File: src/rtl/lcd_master_stream_arbiter_if.sv
// ----------------------------------------------------------------------------
// lcd_master_stream_arbiter_if
//
// Purpose:
//   Bundles the two Avalon-ST input channels (command = ch0, pixel = ch1)
//   and the merged 8-bit output stream of the LCD master packet arbiter.
//
// Modports:
//   master : arbiter view. Consumes inX_valid/data/sop/eop and out_ready,
//            drives inX_ready and the registered out_* beat.
//   slave  : environment view (sources + LCD master timing adapter),
//            the exact mirror of master.
// ----------------------------------------------------------------------------
interface lcd_master_stream_arbiter_if;
    // channel 0 (command)
    logic       in0_valid;
    logic [7:0] in0_data;
    logic       in0_sop;
    logic       in0_eop;
    logic       in0_ready;
    // channel 1 (pixel data)
    logic       in1_valid;
    logic [7:0] in1_data;
    logic       in1_sop;
    logic       in1_eop;
    logic       in1_ready;
    // merged output stream
    logic       out_valid;
    logic [7:0] out_data;
    logic       out_sop;
    logic       out_eop;
    logic       out_channel;
    logic       out_ready;

    modport master (
        input  in0_valid, in0_data, in0_sop, in0_eop,
        output in0_ready,
        input  in1_valid, in1_data, in1_sop, in1_eop,
        output in1_ready,
        output out_valid, out_data, out_sop, out_eop, out_channel,
        input  out_ready
    );

    modport slave (
        output in0_valid, in0_data, in0_sop, in0_eop,
        input  in0_ready,
        output in1_valid, in1_data, in1_sop, in1_eop,
        input  in1_ready,
        input  out_valid, out_data, out_sop, out_eop, out_channel,
        output out_ready
    );
endinterface

File: src/rtl/lcd_master_stream_arbiter.sv
// ----------------------------------------------------------------------------
// lcd_master_stream_arbiter
//
// Purpose:
//   Two-requester Avalon-ST packet arbiter in front of the 8-bit LCD master
//   byte stream. One input owns the output for a whole packet (sop..eop);
//   ownership alternates round-robin between packets. The output beat is
//   registered. Packets longer than MAX_BEATS are cut: beat MAX_BEATS leaves
//   with out_eop forced, the remainder of the source packet is swallowed.
//
// Parameters:
//   MAX_BEATS : maximum beats per packet including sop and eop
//   CNT_W     : beat counter width, 2**CNT_W must exceed MAX_BEATS
//
// Ports:
//   clk        : single clock, everything on the rising edge
//   reset      : synchronous, active-high reset
//   bus        : lcd_master_stream_arbiter_if.master
//                  in0_* / in1_* : input channels (valid/data/sop/eop/ready)
//                  out_*         : registered output beat + out_channel,
//                                  out_ready from the downstream adapter
//   orphan_err : 1-cycle pulse, a beat without sop was discarded in IDLE
//   trunc_err  : 1-cycle pulse, a packet was truncated at MAX_BEATS
//                (coincides with the forced-eop output beat)
//
// Configuration macro:
//   LCD_ARB_FIXED_PRIO_EN : when defined, IDLE ties always go to channel 0
//                           and the last-grant history is ignored. Ports and
//                           latency are the same in both builds.
// ----------------------------------------------------------------------------
module lcd_master_stream_arbiter #(
    parameter int MAX_BEATS = 256,
    parameter int CNT_W     = 9
) (
    input  logic                               clk,
    input  logic                               reset,
    lcd_master_stream_arbiter_if.master        bus,
    output logic                               orphan_err,
    output logic                               trunc_err
);

    // Counter value after the last permitted beat, and the value that marks
    // "the next accepted beat is the last permitted one".
    localparam logic [CNT_W-1:0] MAX_CNT  = CNT_W'(MAX_BEATS);
    localparam logic [CNT_W-1:0] LAST_CNT = CNT_W'(MAX_BEATS - 1);

    // GRANTx moves a packet; DRAINx is the truncation sub-state of GRANTx
    // that swallows the rest of an over-long packet up to its eop.
    typedef enum logic [2:0] {
        IDLE   = 3'd0,
        GRANT0 = 3'd1,
        GRANT1 = 3'd2,
        DRAIN0 = 3'd3,
        DRAIN1 = 3'd4
    } state_t;

    state_t           state_reg, state_next;
    logic             last_grant_reg, last_grant_next;
    logic [CNT_W-1:0] beat_cnt_reg, beat_cnt_next;

    logic             out_valid_reg;
    logic [7:0]       out_data_reg;
    logic             out_sop_reg;
    logic             out_eop_reg;
    logic             out_channel_reg;
    logic             orphan_err_reg;
    logic             trunc_err_reg;

    // Inputs gathered into channel-indexed form.
    logic [1:0]       in_valid;
    logic [1:0]       in_sop;
    logic [1:0]       in_eop;
    logic [7:0]       in_data [2];
    logic [1:0]       cand;

    // Combinational decisions.
    logic [1:0]       ready;
    logic             load;
    logic             sel;
    logic             force_eop;
    logic             trunc_set;
    logic             orphan_set;
    logic             out_free;
    logic             idle_pick;
    logic             cur_ch;

    assign in_valid   = {bus.in1_valid, bus.in0_valid};
    assign in_sop     = {bus.in1_sop,   bus.in0_sop};
    assign in_eop     = {bus.in1_eop,   bus.in0_eop};
    assign in_data[0] = bus.in0_data;
    assign in_data[1] = bus.in1_data;

    // A channel competes for the output only with a valid sop beat.
    genvar gi;
    generate
        for (gi = 0; gi < 2; gi++) begin : g_cand
            assign cand[gi] = in_valid[gi] & in_sop[gi];
        end
    endgenerate

    // The output register can take a new beat when empty or being drained.
    assign out_free = !out_valid_reg || bus.out_ready;

    // Channel owning the current packet in GRANTx / DRAINx.
    assign cur_ch = (state_reg == GRANT1) || (state_reg == DRAIN1);

    // Tie-break in IDLE. With a single candidate the pick is that channel
    // (cand[1] alone selects 1, cand[0] alone selects 0).
`ifdef LCD_ARB_FIXED_PRIO_EN
    assign idle_pick = (cand == 2'b11) ? 1'b0 : cand[1];
`else
    assign idle_pick = (cand == 2'b11) ? ~last_grant_reg : cand[1];
`endif

    // ------------------------------------------------------------------
    // Next-state / handshake logic
    // ------------------------------------------------------------------
    always_comb begin
        state_next      = state_reg;
        last_grant_next = last_grant_reg;
        beat_cnt_next   = beat_cnt_reg;
        ready           = 2'b00;
        load            = 1'b0;
        sel             = 1'b0;
        force_eop       = 1'b0;
        trunc_set       = 1'b0;
        orphan_set      = 1'b0;

        unique case (state_reg)
            IDLE: begin
                // Beats without sop cannot start a packet: swallow them so
                // a confused source does not block the arbiter forever.
                for (int i = 0; i < 2; i++) begin
                    if (in_valid[i] && !in_sop[i]) begin
                        ready[i]   = 1'b1;
                        orphan_set = 1'b1;
                    end
                end
                // The grant takes effect immediately: the sop beat itself
                // is accepted in IDLE, so back-to-back packets lose at most
                // one cycle.
                if (|cand) begin
                    sel = idle_pick;
                    if (out_free) begin
                        ready[idle_pick] = 1'b1;
                        load             = 1'b1;
                        if (in_eop[idle_pick]) begin
                            // single-beat packet: stay in IDLE
                            last_grant_next = idle_pick;
                            beat_cnt_next   = '0;
                        end else if (MAX_BEATS == 1) begin
                            force_eop     = 1'b1;
                            trunc_set     = 1'b1;
                            beat_cnt_next = MAX_CNT;
                            state_next    = idle_pick ? DRAIN1 : DRAIN0;
                        end else begin
                            beat_cnt_next = CNT_W'(1);
                            state_next    = idle_pick ? GRANT1 : GRANT0;
                        end
                    end
                end
            end

            GRANT0, GRANT1: begin
                sel           = cur_ch;
                ready[cur_ch] = out_free;
                if (in_valid[cur_ch] && out_free) begin
                    load = 1'b1;
                    if (in_eop[cur_ch]) begin
                        state_next      = IDLE;
                        last_grant_next = cur_ch;
                        beat_cnt_next   = '0;
                    end else if (beat_cnt_reg == LAST_CNT) begin
                        // This is beat MAX_BEATS and the source is still
                        // going: close the output packet here. The counter
                        // parks at MAX_BEATS rather than wrapping.
                        force_eop     = 1'b1;
                        trunc_set     = 1'b1;
                        beat_cnt_next = MAX_CNT;
                        state_next    = cur_ch ? DRAIN1 : DRAIN0;
                    end else begin
                        beat_cnt_next = beat_cnt_reg + 1'b1;
                    end
                end
            end

            DRAIN0, DRAIN1: begin
                // Discarded beats never touch the output register, so they
                // are taken regardless of out_ready.
                ready[cur_ch] = 1'b1;
                if (in_valid[cur_ch] && in_eop[cur_ch]) begin
                    state_next      = IDLE;
                    last_grant_next = cur_ch;
                    beat_cnt_next   = '0;
                end
            end

            default: begin
                state_next = IDLE;
            end
        endcase
    end

    // ------------------------------------------------------------------
    // State and output registers
    // ------------------------------------------------------------------
    always_ff @(posedge clk) begin
        if (reset) begin
            // last_grant=1 makes channel 0 win the first tie.
            state_reg       <= IDLE;
            last_grant_reg  <= 1'b1;
            beat_cnt_reg    <= '0;
            out_valid_reg   <= 1'b0;
            out_data_reg    <= 8'h00;
            out_sop_reg     <= 1'b0;
            out_eop_reg     <= 1'b0;
            out_channel_reg <= 1'b0;
            orphan_err_reg  <= 1'b0;
            trunc_err_reg   <= 1'b0;
        end else begin
            state_reg      <= state_next;
            last_grant_reg <= last_grant_next;
            beat_cnt_reg   <= beat_cnt_next;
            orphan_err_reg <= orphan_set;
            trunc_err_reg  <= trunc_set;
            // While stalled (out_valid && !out_ready) the whole beat holds.
            if (out_free) begin
                out_valid_reg <= load;
                if (load) begin
                    out_data_reg    <= in_data[sel];
                    out_sop_reg     <= in_sop[sel];
                    out_eop_reg     <= in_eop[sel] | force_eop;
                    out_channel_reg <= sel;
                end
            end
        end
    end

    // Readies are combinational; hold them low during reset so nothing is
    // consumed from the sources while the arbiter is being cleared.
    assign bus.in0_ready   = ready[0] & ~reset;
    assign bus.in1_ready   = ready[1] & ~reset;
    assign bus.out_valid   = out_valid_reg;
    assign bus.out_data    = out_data_reg;
    assign bus.out_sop     = out_sop_reg;
    assign bus.out_eop     = out_eop_reg;
    assign bus.out_channel = out_channel_reg;
    assign orphan_err      = orphan_err_reg;
    assign trunc_err       = trunc_err_reg;

endmodule

File: src/flat_wrapper.sv
// flat-port wrapper written by rule: the top's interface ports become plain ports
module lcd_master_stream_arbiter_flat 
#(
    parameter int MAX_BEATS = 256,
    parameter int CNT_W     = 9
)
  (clk, reset, orphan_err, trunc_err, bus_in0_valid, bus_in0_data, bus_in0_sop, bus_in0_eop, bus_in0_ready, bus_in1_valid, bus_in1_data, bus_in1_sop, bus_in1_eop, bus_in1_ready, bus_out_valid, bus_out_data, bus_out_sop, bus_out_eop, bus_out_channel, bus_out_ready);
  lcd_master_stream_arbiter_if bus_i ();
  input  logic clk;
  input  logic reset;
  output logic orphan_err;
  output logic trunc_err;
  input wire logic [$bits(bus_i.in0_valid)-1:0] bus_in0_valid;
  input wire logic [$bits(bus_i.in0_data)-1:0] bus_in0_data;
  input wire logic [$bits(bus_i.in0_sop)-1:0] bus_in0_sop;
  input wire logic [$bits(bus_i.in0_eop)-1:0] bus_in0_eop;
  output wire logic [$bits(bus_i.in0_ready)-1:0] bus_in0_ready;
  input wire logic [$bits(bus_i.in1_valid)-1:0] bus_in1_valid;
  input wire logic [$bits(bus_i.in1_data)-1:0] bus_in1_data;
  input wire logic [$bits(bus_i.in1_sop)-1:0] bus_in1_sop;
  input wire logic [$bits(bus_i.in1_eop)-1:0] bus_in1_eop;
  output wire logic [$bits(bus_i.in1_ready)-1:0] bus_in1_ready;
  output wire logic [$bits(bus_i.out_valid)-1:0] bus_out_valid;
  output wire logic [$bits(bus_i.out_data)-1:0] bus_out_data;
  output wire logic [$bits(bus_i.out_sop)-1:0] bus_out_sop;
  output wire logic [$bits(bus_i.out_eop)-1:0] bus_out_eop;
  output wire logic [$bits(bus_i.out_channel)-1:0] bus_out_channel;
  input wire logic [$bits(bus_i.out_ready)-1:0] bus_out_ready;
  assign bus_i.in0_valid = bus_in0_valid;
  assign bus_i.in0_data = bus_in0_data;
  assign bus_i.in0_sop = bus_in0_sop;
  assign bus_i.in0_eop = bus_in0_eop;
  assign bus_in0_ready = bus_i.in0_ready;
  assign bus_i.in1_valid = bus_in1_valid;
  assign bus_i.in1_data = bus_in1_data;
  assign bus_i.in1_sop = bus_in1_sop;
  assign bus_i.in1_eop = bus_in1_eop;
  assign bus_in1_ready = bus_i.in1_ready;
  assign bus_out_valid = bus_i.out_valid;
  assign bus_out_data = bus_i.out_data;
  assign bus_out_sop = bus_i.out_sop;
  assign bus_out_eop = bus_i.out_eop;
  assign bus_out_channel = bus_i.out_channel;
  assign bus_i.out_ready = bus_out_ready;
  lcd_master_stream_arbiter #(.MAX_BEATS(MAX_BEATS), .CNT_W(CNT_W)) u_core (.clk(clk), .reset(reset), .bus(bus_i), .orphan_err(orphan_err), .trunc_err(trunc_err));
endmodule
File: config.mk
export PLATFORM = sky130hd
export DESIGN_NAME = lcd_master_stream_arbiter_flat
export DESIGN_NICKNAME = d
export VERILOG_FILES = /design/src/rtl/lcd_master_stream_arbiter_if.sv /design/src/rtl/lcd_master_stream_arbiter.sv /design/src/flat_wrapper.sv
export SDC_FILE = /design/constraint.sdc
export NUM_CORES = 1
export LEC_CHECK = 0
export ABC_CLOCK_PERIOD_IN_PS = 5070
export CAP_MARGIN = 5
export CORE_MARGIN = 4
export CORE_UTILIZATION = 30
export CTS_CLUSTER_SIZE = 40
export DETAILED_ROUTE_END_ITERATION = 7
export HOLD_SLACK_MARGIN = 0.03
export PLACE_DENSITY = 0.63
export SETUP_SLACK_MARGIN = 0.3
export SYNTH_ARGS = -nofsm -noshare
export SYNTH_HDL_FRONTEND = slang
export SYNTH_SLANG_ARGS = --single-unit
File: constraint.sdc
create_clock -name clk -period 5.07 [get_ports clk]
set_input_delay 1.521 -clock clk [delete_from_list [all_inputs] [get_ports clk]]
set_output_delay 1.521 -clock clk [all_outputs]
set_load 0.1 [all_outputs]
==> impl_metrics.py, run 1 <==
metrics = {
    "logic_synthesis": {
        "synthesized_cell_area_mm2": 0.00162,
        "netlist_top_cells_area": "sky130_fd_sc_hd__dfxtp_1 33%, sky130_fd_sc_hd__nand2_1 6.3%, sky130_fd_sc_hd__nor2_1 5.8%, sky130_fd_sc_hd__a311oi_1 5.4%, sky130_fd_sc_hd__a21oi_1 3.7%",
        "synth_top_area_cell": "sky130_fd_sc_hd__dfxtp_1",
        "postSynthAreaPerCell_um2": 8.05,
        "number_of_flops_mapped_to_enable_cells_by_yosys": 0,
        "synth_seq_cells": 27,
        "post_synth_num_cell_types": 51,
        "post_synth_inst_count": 201,
        "synthesis.yosys.warnings": 0,
        "synth_async_sr_flop_share_pct": 0,
        "synth_sequential_area_ratio_pct": 33.4,
        "syn_nets": 228,
        "synthFlopType": "sky130_fd_sc_hd__dfxtp_1",
        "yosys-top-cells-count": "27 x sky130_fd_sc_hd__dfxtp_1, 27 x sky130_fd_sc_hd__nand2_1, 25 x sky130_fd_sc_hd__nor2_1",
        "synth_top_area_share_pct": 33.4,
    },
    "clock_tree": {
        "cts_num_sinks": 27,
        "cts_setup_buffers": 0,
        "number_of_levels_the_h_tree_was_split_into": 1,
        "root_buffer": "sky130_fd_sc_hd__clkbuf_8",
        "cts-buffers-inserted": 3,
        "post_cts.resized_instances": 0,
        "tritoncts": "done",
        "hold_buffers": 0,
        "clock_latency_ns": 0.28,
        "clk_pin_slew_worst_setup_hold_paths_ns": 0.10,
        "clk_path_buf_depth": 2,
    },
    "finish": {
        "flip_flop_count_of_the_largest_register_all_copies_and_words_added": 9,
        "layout-area-overhead-vs-synth_pct": 32.0,
        "antenna_cells": 0,
        "final_nets": 265,
        "fillerInstances": 536,
        "multiInputGateArea_um2": 968,
        "sequential_cell_area_um2": 541,
        "layout-drive-gt1-share_pct": 10.1,
    },
    "timing": {
        "timing.final.crit_share_pct": 92.4,
        "finalMaxSlewViolations": 0,
        "final_hold_viol_count": 0,
        "clock-skew-final_ns": 0.00868,
        "achievable-frequency_mhz": 214,
        "fin_tns_setup_ns": 0,
        "worstMarginPinSlew_ns": 0.999,
        "post-route-min-period_ns": 4.68,
        "max-slew-margin-rel_pct": 33.2,
        "rsz0062_at_grt": "false",
        "timing.final.ws_setup_ns": 0.388,
        "final-setup-viol-count": 0,
    },
    "global_route": {
        "residual_overflow_from_global_routing": 0,
        "grt.total_usage_pct": 12.9,
        "grt_antenna_before_repair": 0,
        "grt_pass1_wl_um": 6730,
        "grt_start_max_net_pins": 23,
        "first_global_vias": 1429,
    },
    "floorplanning": {
        "start_util_pct": 31.3,
        "area_enclosed_by_the_die_boundary_mm2": 0.00664,
        "dieHeight_um": 81.5,
        "die_width_um": 81.5,
        "num_rows": 26,
        "area_inside_the_core_boundary_mm2": 0.00517,
        "floorplan.io_pins": 41,
    },
    "drt": {
        "final_antenna_net_count": 0,
        "vias_per_cell": 5.10,
        "drt_first_iter_violations": 116,
        "detailedRoute.firstPassIterationCount": 4,
        "detailroute.via_count": 1567,
        "detail_route.wirelength_um": 4260,
        "remaining_drc_errors": 0,
        "routedWlPerCell_um": 13.9,
    },
    "power": {
        "peak_supply_drop_uv": 242,
        "p_leak_nw": 0.733,
        "powerDensity_mw_per_mm2": 557,
    },
    "worst_setup_path": {
        "critPathCaptureType": "output port",
        "cp_slowest_cell": "sky130_fd_sc_hd__clkdlybuf4s50_1",
        "cp_cell_sequence": "clkdlybuf4s50_1, and2_2, a31oi_1, or3_1, a21oi_4, buf_12",
        "critical_path.max_fanout": 6,
        "timing.critical_path.arrival_ns": 3.16,
        "crit_path_required_time_ns": 3.55,
        "worst_path_dominant_cell_family": "buffers and inverters",
        "critical_setup_path_kind": "input port to output port",
        "critical_path.startpoint_type": "input port",
        "critical-path-max-stage-delay_ns": 0.58,
        "timing.critical_path.buf_inv": 2,
    },
    "place": {
        "detailedPlacementHpwl_um": 3210,
        "pre_cts_slack_ns": 0.413,
        "gpl.final_weighted_congestion": 0.821,
        "numPortBuffers": 40,
    },
    "status": {
        "run_status": "finished, final reports clean",
    },
    "job": {
        "max_cap_viol_count": 0,
    },
    "min_path": {
        "worst_hold_path_type": "flip-flop to flip-flop",
    },
}
[stage by stage]
stage | hold slack, ns | cells | utilization [%] | cell area (µm²) | power, mW
5_1_grt | 0.493 | 307 | 41.3 | 2140 | 1.26
3_3_place_gp | 0.442 | 303 | 40.4 | 2090 | 1.06
4_1_cts | 0.466 | 307 | 41.3 | 2140 | 1.20
6_report | 0.465 | 307 | 41.3 | 2140 | 1.19
2_1_floorplan | 0.432 | 201 | - | 1640 | 0.902
3_5_place_dp | 0.450 | 303 | 40.4 | 2090 | 1.07
[logic make-up (layout without fill, tap and decap cells)]
group	Yosys count	count (layout)	share of synthesized area (%)
AND/OR/NAND/NOR	92	92	28.7
AO/OA/AOI/OAI	53	53	25.5
multiplexers	4	4	2.55
flip-flops	27	27	33.4
buffers and inverters	22	58	7.80
XOR/XNOR	1	1	0.541
adder cells (fa/ha/maj)	2	2	1.55
[path summary, 6_finish.rpt]
check                         start                      to  slack (ns)  cells past startpoint
max                   bus_in1_valid           bus_in1_ready        0.39                      6
min          u_core.beat_cnt_reg[8]  u_core.beat_cnt_reg[8]        0.47                      2
min reg2reg  u_core.beat_cnt_reg[8]  u_core.beat_cnt_reg[8]        0.47                      2
max reg2reg  u_core.beat_cnt_reg[0]     u_core.state_reg[1]        2.47                      9
[area by class of cell]
type / count / area share (%)
multi-input cells: 152 / 45.3
flip-flops and latches: 27 / 25.3
repair buffers: 45 / 21.4
well taps: 70 / 4.10
clock buffers: 3 / 1.93
inverters: 9 / 1.58
clock inverters: 1 / 0.351
[tightest hold or removal path, stage by stage (launching register included)]
cell                      delay (ns)
sky130_fd_sc_hd__dfxtp_1        0.33
sky130_fd_sc_hd__nand2_1        0.05
sky130_fd_sc_hd__a21oi_1        0.05
[metal layers]
metal	GRT usage (%)	up-vias	part of all wire, %
met2	19.6	32	47
met4	6.25	0	1.5
met5	0	-	0
li1	-	802	-
met3	1.64	5	3.9
met1	18.0	728	47
[report_power, final]
group          internal, mW  switching, mW  total, mW
clock                0.0559         0.0718      0.128
sequential            0.261         0.0468      0.308
combinational         0.234          0.521      0.755
total                 0.551          0.639       1.19
[layout by cell type, fill, tap and decap left out, types with 2 or more instances in the layout]
cell type,count
sky130_fd_sc_hd__a311oi_1,10
sky130_fd_sc_hd__nor4b_1,2
sky130_fd_sc_hd__and2_1,2
sky130_fd_sc_hd__ha_1,2
sky130_fd_sc_hd__nand4b_1,2
sky130_fd_sc_hd__nor2_1,25
sky130_fd_sc_hd__buf_12,2
sky130_fd_sc_hd__nand3_1,6
sky130_fd_sc_hd__clkbuf_8,3
sky130_fd_sc_hd__dfxtp_1,27
sky130_fd_sc_hd__a211oi_1,3
sky130_fd_sc_hd__o21ai_0,9
sky130_fd_sc_hd__nand2b_1,2
sky130_fd_sc_hd__inv_1,8
sky130_fd_sc_hd__o32ai_1,3
sky130_fd_sc_hd__nor3_1,3
sky130_fd_sc_hd__clkdlybuf4s50_1,38
sky130_fd_sc_hd__a21boi_0,2
sky130_fd_sc_hd__and2b_1,2
sky130_fd_sc_hd__nor2b_1,3
sky130_fd_sc_hd__buf_4,5
sky130_fd_sc_hd__or3_1,7
sky130_fd_sc_hd__a221oi_1,2
sky130_fd_sc_hd__nand2_1,27
sky130_fd_sc_hd__a21oi_1,11
sky130_fd_sc_hd__nor4_1,2
sky130_fd_sc_hd__mux2i_1,3
No activity file was read; power rests on OpenSTA's default activity.
==> run 2: changes to the inputs <==
CTS_BUF_LIST = sky130_fd_sc_hd__clkbuf_8 sky130_fd_sc_hd__clkbuf_16   (was default)
==> results of run 2 <==
Same layout as run 1: the final DEF is identical, and so are final timing and power.
